[config.mk]
export PLATFORM = sky130hd
export DESIGN_NAME = mem_port_arbiter
export DESIGN_NICKNAME = d
export VERILOG_FILES = /design/src/rtl/mem_port_arbiter_pkg.sv /design/src/rtl/mem_port_arbiter.sv
export SDC_FILE = /design/constraint.sdc
export NUM_CORES = 1
export LEC_CHECK = 0
export CELL_PAD_IN_SITES_DETAIL_PLACEMENT = 1
export CELL_PAD_IN_SITES_GLOBAL_PLACEMENT = 2
export CORE_ASPECT_RATIO = 0.5
export CORE_MARGIN = 4
export CORE_UTILIZATION = 19
export CTS_BUF_LIST = sky130_fd_sc_hd__clkbuf_8
export DETAILED_ROUTE_END_ITERATION = 8
export PLACE_DENSITY_LB_ADDON = 0.1
export SYNTH_ARGS = -nofsm -noshare
export SYNTH_HDL_FRONTEND = slang
export SYNTH_SLANG_ARGS = --single-unit
[constraint.sdc]
create_clock -name clk -period 1.6 [get_ports clk]
set_input_delay 0.16 -clock clk [delete_from_list [all_inputs] [get_ports clk]]
set_output_delay 0.16 -clock clk [all_outputs]
set_load 0.02 [all_outputs]
[src/rtl/mem_port_arbiter_pkg.sv]
// Shared definitions for the unified memory port arbiter.
//   arb_state_e      : arbiter FSM state encoding
//   StarveLimDefault : default count of consecutive DM grants before a waiting fetch wins
//   StarveCntMax     : saturation value of the starvation counter
package mem_port_arbiter_pkg;

  typedef enum logic [1:0] {
    StIdle   = 2'd0,
    StDmBusy = 2'd1,
    StIfBusy = 2'd2
  } arb_state_e;

  localparam int unsigned StarveLimDefault = 4;
  localparam logic [3:0]  StarveCntMax     = 4'd15;

endpackage

[src/rtl/mem_port_arbiter.sv]
// Arbitrates one single-port unified instruction/data memory between the fetch stage (IF)
// and the memory stage (DM), sequences each access with a ready handshake, and raises a
// pipeline-wide stall while any request is outstanding.
//
// Ports:
//   clk, start        : rising-edge clock; synchronous active-low reset (start=0 resets)
//   flush             : PC redirect; drops the pending or in-flight fetch response
//   if_req/if_addr    : fetch request (level, held until if_valid) and address
//   if_rdata/if_valid : registered fetch data and its one-cycle valid pulse
//   dm_rd/dm_wr       : load / store request (level, mutually exclusive)
//   dm_addr/dm_wdata  : data address and store data
//   dm_rdata/dm_valid : registered load data and one-cycle done pulse (loads and stores)
//   mem_*             : registered request toward the memory macro; mem_rdata is taken
//                       in the cycle mem_ready=1
//   stall             : combinational freeze of PC and IF/ID
module mem_port_arbiter
  import mem_port_arbiter_pkg::*;
#(
  parameter int unsigned width      = 32,
  parameter int unsigned STARVE_LIM = StarveLimDefault
) (
  input  logic             clk,
  input  logic             start,
  input  logic             flush,
  input  logic             if_req,
  input  logic [width-1:0] if_addr,
  output logic [width-1:0] if_rdata,
  output logic             if_valid,
  input  logic             dm_rd,
  input  logic             dm_wr,
  input  logic [width-1:0] dm_addr,
  input  logic [width-1:0] dm_wdata,
  output logic [width-1:0] dm_rdata,
  output logic             dm_valid,
  output logic             mem_req,
  output logic             mem_we,
  output logic [width-1:0] mem_addr,
  output logic [width-1:0] mem_wdata,
  input  logic [width-1:0] mem_rdata,
  input  logic             mem_ready,
  output logic             stall
);

  localparam logic [3:0] StarveLim = 4'(STARVE_LIM);

  arb_state_e       r_state;
  arb_state_e       w_state_next;
  logic [3:0]       r_starve_cnt;
  logic             r_drop_if;
  logic             r_mem_req;
  logic             r_mem_we;
  logic [width-1:0] r_mem_addr;
  logic [width-1:0] r_mem_wdata;
  logic [width-1:0] r_if_rdata;
  logic [width-1:0] r_dm_rdata;
  logic             r_if_valid;
  logic             r_dm_valid;

  logic w_dm_pend;
  logic w_if_pend;
  logic w_turnaround;
  logic w_grant_dm;
  logic w_grant_if;
  logic w_done;

  assign w_dm_pend = dm_rd | dm_wr;
  assign w_if_pend = if_req & ~flush;
  // A requester still sees its request high in the cycle its valid pulses. Granting nothing
  // in that cycle keeps a stale request from being served twice and lets a DM request that
  // is re-asserted back to back compete against a waiting fetch, which the starvation
  // counter then bounds.
  assign w_turnaround = r_if_valid | r_dm_valid;

  always_ff @(posedge clk) begin
    if (!start) begin
      r_state <= StIdle;
    end else begin
      r_state <= w_state_next;
    end
  end

  always_comb begin
    w_state_next = r_state;
    w_grant_dm   = 1'b0;
    w_grant_if   = 1'b0;
    w_done       = 1'b0;
    unique case (r_state)
      StIdle: begin
        if (!w_turnaround) begin
          if (w_dm_pend && (!w_if_pend || (r_starve_cnt < StarveLim))) begin
            w_grant_dm   = 1'b1;
            w_state_next = StDmBusy;
          end else if (w_if_pend) begin
            w_grant_if   = 1'b1;
            w_state_next = StIfBusy;
          end
        end
      end
      StDmBusy, StIfBusy: begin
        if (mem_ready) begin
          w_done       = 1'b1;
          w_state_next = StIdle;
        end
      end
      default: w_state_next = StIdle;
    endcase
  end

  always_ff @(posedge clk) begin
    if (!start) begin
      r_starve_cnt <= '0;
      r_drop_if    <= 1'b0;
      r_mem_req    <= 1'b0;
      r_mem_we     <= 1'b0;
      r_mem_addr   <= '0;
      r_mem_wdata  <= '0;
      r_if_rdata   <= '0;
      r_dm_rdata   <= '0;
      r_if_valid   <= 1'b0;
      r_dm_valid   <= 1'b0;
    end else begin
      r_if_valid <= 1'b0;
      r_dm_valid <= 1'b0;

      if (w_grant_dm) begin
        r_mem_req   <= 1'b1;
        r_mem_we    <= dm_wr;
        r_mem_addr  <= dm_addr;
        r_mem_wdata <= dm_wdata;
      end else if (w_grant_if) begin
        r_mem_req   <= 1'b1;
        r_mem_we    <= 1'b0;
        r_mem_addr  <= if_addr;
        r_mem_wdata <= '0;
      end

      if (w_done) begin
        r_mem_req <= 1'b0;
        if (r_state == StDmBusy) begin
          r_dm_valid <= 1'b1;
          if (!r_mem_we) begin
            r_dm_rdata <= mem_rdata;
          end
        end else begin
          // A flush earlier in the access or in this very cycle kills the response.
          if (!(r_drop_if || flush)) begin
            r_if_valid <= 1'b1;
            r_if_rdata <= mem_rdata;
          end
          r_drop_if <= 1'b0;
        end
      end else if ((r_state == StIfBusy) && flush) begin
        r_drop_if <= 1'b1;
      end

      if (!w_if_pend || w_grant_if) begin
        r_starve_cnt <= '0;
      end else if (w_grant_dm && (r_starve_cnt != StarveCntMax)) begin
        r_starve_cnt <= r_starve_cnt + 4'd1;
      end
    end
  end

  assign mem_req   = r_mem_req;
  assign mem_we    = r_mem_we;
  assign mem_addr  = r_mem_addr;
  assign mem_wdata = r_mem_wdata;
  assign if_rdata  = r_if_rdata;
  assign if_valid  = r_if_valid;
  assign dm_rdata  = r_dm_rdata;
  assign dm_valid  = r_dm_valid;

  assign stall = start & ((if_req & ~r_if_valid) | (w_dm_pend & ~r_dm_valid));

endmodule

==> impl_metrics.csv <==
group,metric,value,unit
routing,wl_met3,972,um
timing,fmax,0.555,GHz
floorplan,fp.dieH,124,um
timing,finalCriticalPeriod,1800,ps
routing,dr_wl_met2,12400,um
worst_setup_path,crit_arrival,2180,ps
routing,wl_per_cell,18.5,um
pwr,power.density,1040,mW/mm2
timing,relSlewSlack,77.3,%
routing,top_layer,"met4",
yosys,avgSynthCellArea,8.20,um2
timing,layout_setup_ws,-203,ps
placement,placed_area,0.00852,mm2
floorplan,die_w,241,um
yosys,synthTopCellsByCount,"193 x nand2_1, 139 x dfxtp_1, 70 x a21oi_1",
yosys,ys_ff_latch,139,
routing,finalWirelength,24100,um
timing,rsz0062_at_grt,"yes",
routing,drc,0,
placement,placedCellCount,1235,
yosys,synthFlopType,"dfxtp_1",
routing,final_antenna_net_count,0,
yosys,syn_inst,629,
yosys,ys_seq_area_share,54.0,%
final_layout,drive_above_1_share,20.2,%
floorplan,row_count,42,
clock_network,postCtsHoldBufs,0,
routing,wl_met1,10500,um
floorplan,initial_utilization,19.4,%
worst_setup_path,worstPathMaxFanout,6,
routing,drt-pass1-iter-count,4,
clock_network,cts_tree,"done",
yosys,synth.largest_area_cell,"dfxtp_1",
global_routing,grt_pass1_wl,37100,um
pwr,ir_drop,492,uV
pwr,p_leak,4.11,nW
global_routing,grt_overflow_total,0,
timing,period_share,113,%
status,outcome,"complete, but fails checks",
timing,slew_violations,0,
final_layout,finalNonFillerCells,1302,
final_layout,final_area,0.00975,mm2
worst_setup_path,setup.worst_path.start_class,"register",
worst_setup_path,end_kind,"register",
clock_network,cts_buffer_depth,2,
placement,gp_congestion,0.736,
global_routing,grt_max_degree,40,
timing,worst_slew_pin_slew,340,ps
yosys,synth_edf_count,0,
min_path,hold_class,"input pin to register",
global_routing,grt_pass1_vias,6116,
routing,vias,5612,
yosys,synthTopCellsByArea,"dfxtp_1 54%, nand2_1 14%, a21oi_1 6.8%, a22oi_1 4.8%, a31oi_1 3.9%",
yosys,yosys_warnings,0,
floorplan,io_pins,268,
timing,skew,17.5,ps
floorplan,die_area,0.0300,mm2
routing,dr.first_iter.drc_count,206,
global_routing,track_usage,16.2,%
floorplan,core,0.0266,mm2
worst_setup_path,crit_type,"register to register",
clock_network,clkTransAtPathRegs,90,ps
yosys,synth_most_common_cell,"nand2_1",
global_routing,antenna_found_initial,0,
clock_network,cts.sinks,139,
placement,port_buffers,267,
final_layout,n_antenna_cell,0,
placement,detailed_place_hpwl,14800,um
clock_network,insertion_delay,470,ps
routing,viasPerCell,4.31,
clock_network,cts_made_buffers,17,
final_layout,syn2layout_area_growth,89.1,%
yosys,synth_top_area_share,54.0,%
job,drv_cap,0,
final_layout,final_nets,1076,
timing,setup_viol,133,
worst_setup_path,cp.required,1980,ps
timing,hold_viol_final,0,
clock_network,cts-root-buf,"clkbuf_8",
yosys,async_flop_share,0,%
clock_network,htreeDepth,4,
yosys,yosysUniqueCellTypes,33,
status,failed_checks,"negative setup slack",
worst_setup_path,r2r_slack,-200,ps
yosys,synth_area,0.00516,mm2
yosys,synth_fp_nets,768,
==> metrics by stage <==
stage | setup WS (ps) | hold WS [ps] | TNS (ps) | total power [mW] | utilization, %
6_report | -203 | 250 | -17560 | 10.1 | 36.7
5_1_grt | -299 | 217 | -30460 | 10.7 | 36.7
4_1_cts | -211 | 190 | -20730 | 10.3 | 36.1
3_5_place_dp | -192 | 447 | -17090 | 6.70 | 32.0
3_3_place_gp | -160 | 438 | -13490 | 6.67 | 32.0
2_1_floorplan | -58.1 | 296 | -2630 | 5.26 | -
==> routing by layer <==
metal / global-route usage [%] / vias to the layer above
met3: 4.18 / 15
met1: 19.5 / 2736
met2: 28.5 / 99
li1: - / 2762
met4: 4.35 / 0
met5: 0 / -
==> cell usage in the layout (no fill, tap or decap), drive strengths merged, types with 2 or more instances in the layout <==
master           n
nand2          193
dfxtp          139
clkdlybuf4s50  134
dlygate4sd2    132
a21oi           72
buf             67
nor2            43
o21ai           38
a22oi           33
a31oi           32
clkbuf          25
clkinv           5
clkinvlp         4
inv              4
ha               4
or2              3
o211ai           2
nand3            2
nor2b            2
or3              2
o32ai            2
==> logic make-up (layout without fill, tap and decap cells) <==
kind of cell | Yosys count | after routing | share of synthesized area, %
AOI/OAI and AO/OA | 182 | 182 | 20.9
adders and majority gates | 4 | 4 | 0.971
buffers and inverters | 52 | 373 | 4.63
DFF | 139 | 139 | 54.0
and+or+nand+nor | 252 | 252 | 19.5
==> final timing paths <==
| path | startpoint | end | cells past startpoint |
|---|---|---|---|
| max | r_state[0]$_SDFFE_PN0P_ | mem_addr[1]$_SDFFE_PN0P_ | 8 |
| min | if_addr[10] | mem_addr[10]$_SDFFE_PN0P_ | 3 |
| max reg2reg | r_state[0]$_SDFFE_PN0P_ | mem_addr[1]$_SDFFE_PN0P_ | 8 |
| min reg2reg | if_rdata[17]$_SDFFE_PN0P_ | if_rdata[17]$_SDFFE_PN0P_ | 2 |
==> flip-flops by register name (all words and copies together), names as in the netlist <==
register and cells:
mem_addr 32, r_state 2, dm_rdata 32, r_starve_cnt 4, mem_we 1, if_valid 1
mem_req 1, if_rdata 32, dm_valid 1, mem_wdata 32, r_drop_if 1
==> worst max-delay path, stage by stage (launching register included) <==
cell	delay, ps
dfxtp_2	330
inv_2	70
ha_4	140
or3b_4	430
a21oi_4	190
buf_8	180
buf_12	140
o21ai_1	60
a31oi_1	160
==> cell type report <==
cell class	instances	area (um2)
Fill cell	3091	16800
Timing Repair Buffer	337	3600
Sequential cell	139	2790
Multi-Input combinational cell	438	2510
Tap cell	352	440
Clock buffer	22	303
Clock inverter	10	88.8
Inverter	4	16.3
==> repair_timing <==
action | 4_1_cts | 5_1_grt
gates resized for setup | 216 | 63
pin swaps | 15 | 43
cloned | 17 | 3
setup endpoints to repair | 269 | 137
setup buffers | 22 | 0
==> power by group <==
part           total (mW)  internal (mW)  leakage (nW)  switching, mW
registers            3.95           3.78          1.14          0.171
clock network        2.91           1.43         0.193           1.48
logic                3.27           1.62          2.78           1.66
total                10.1           6.82          4.11           3.31
(Power assumes the default switching activity.)
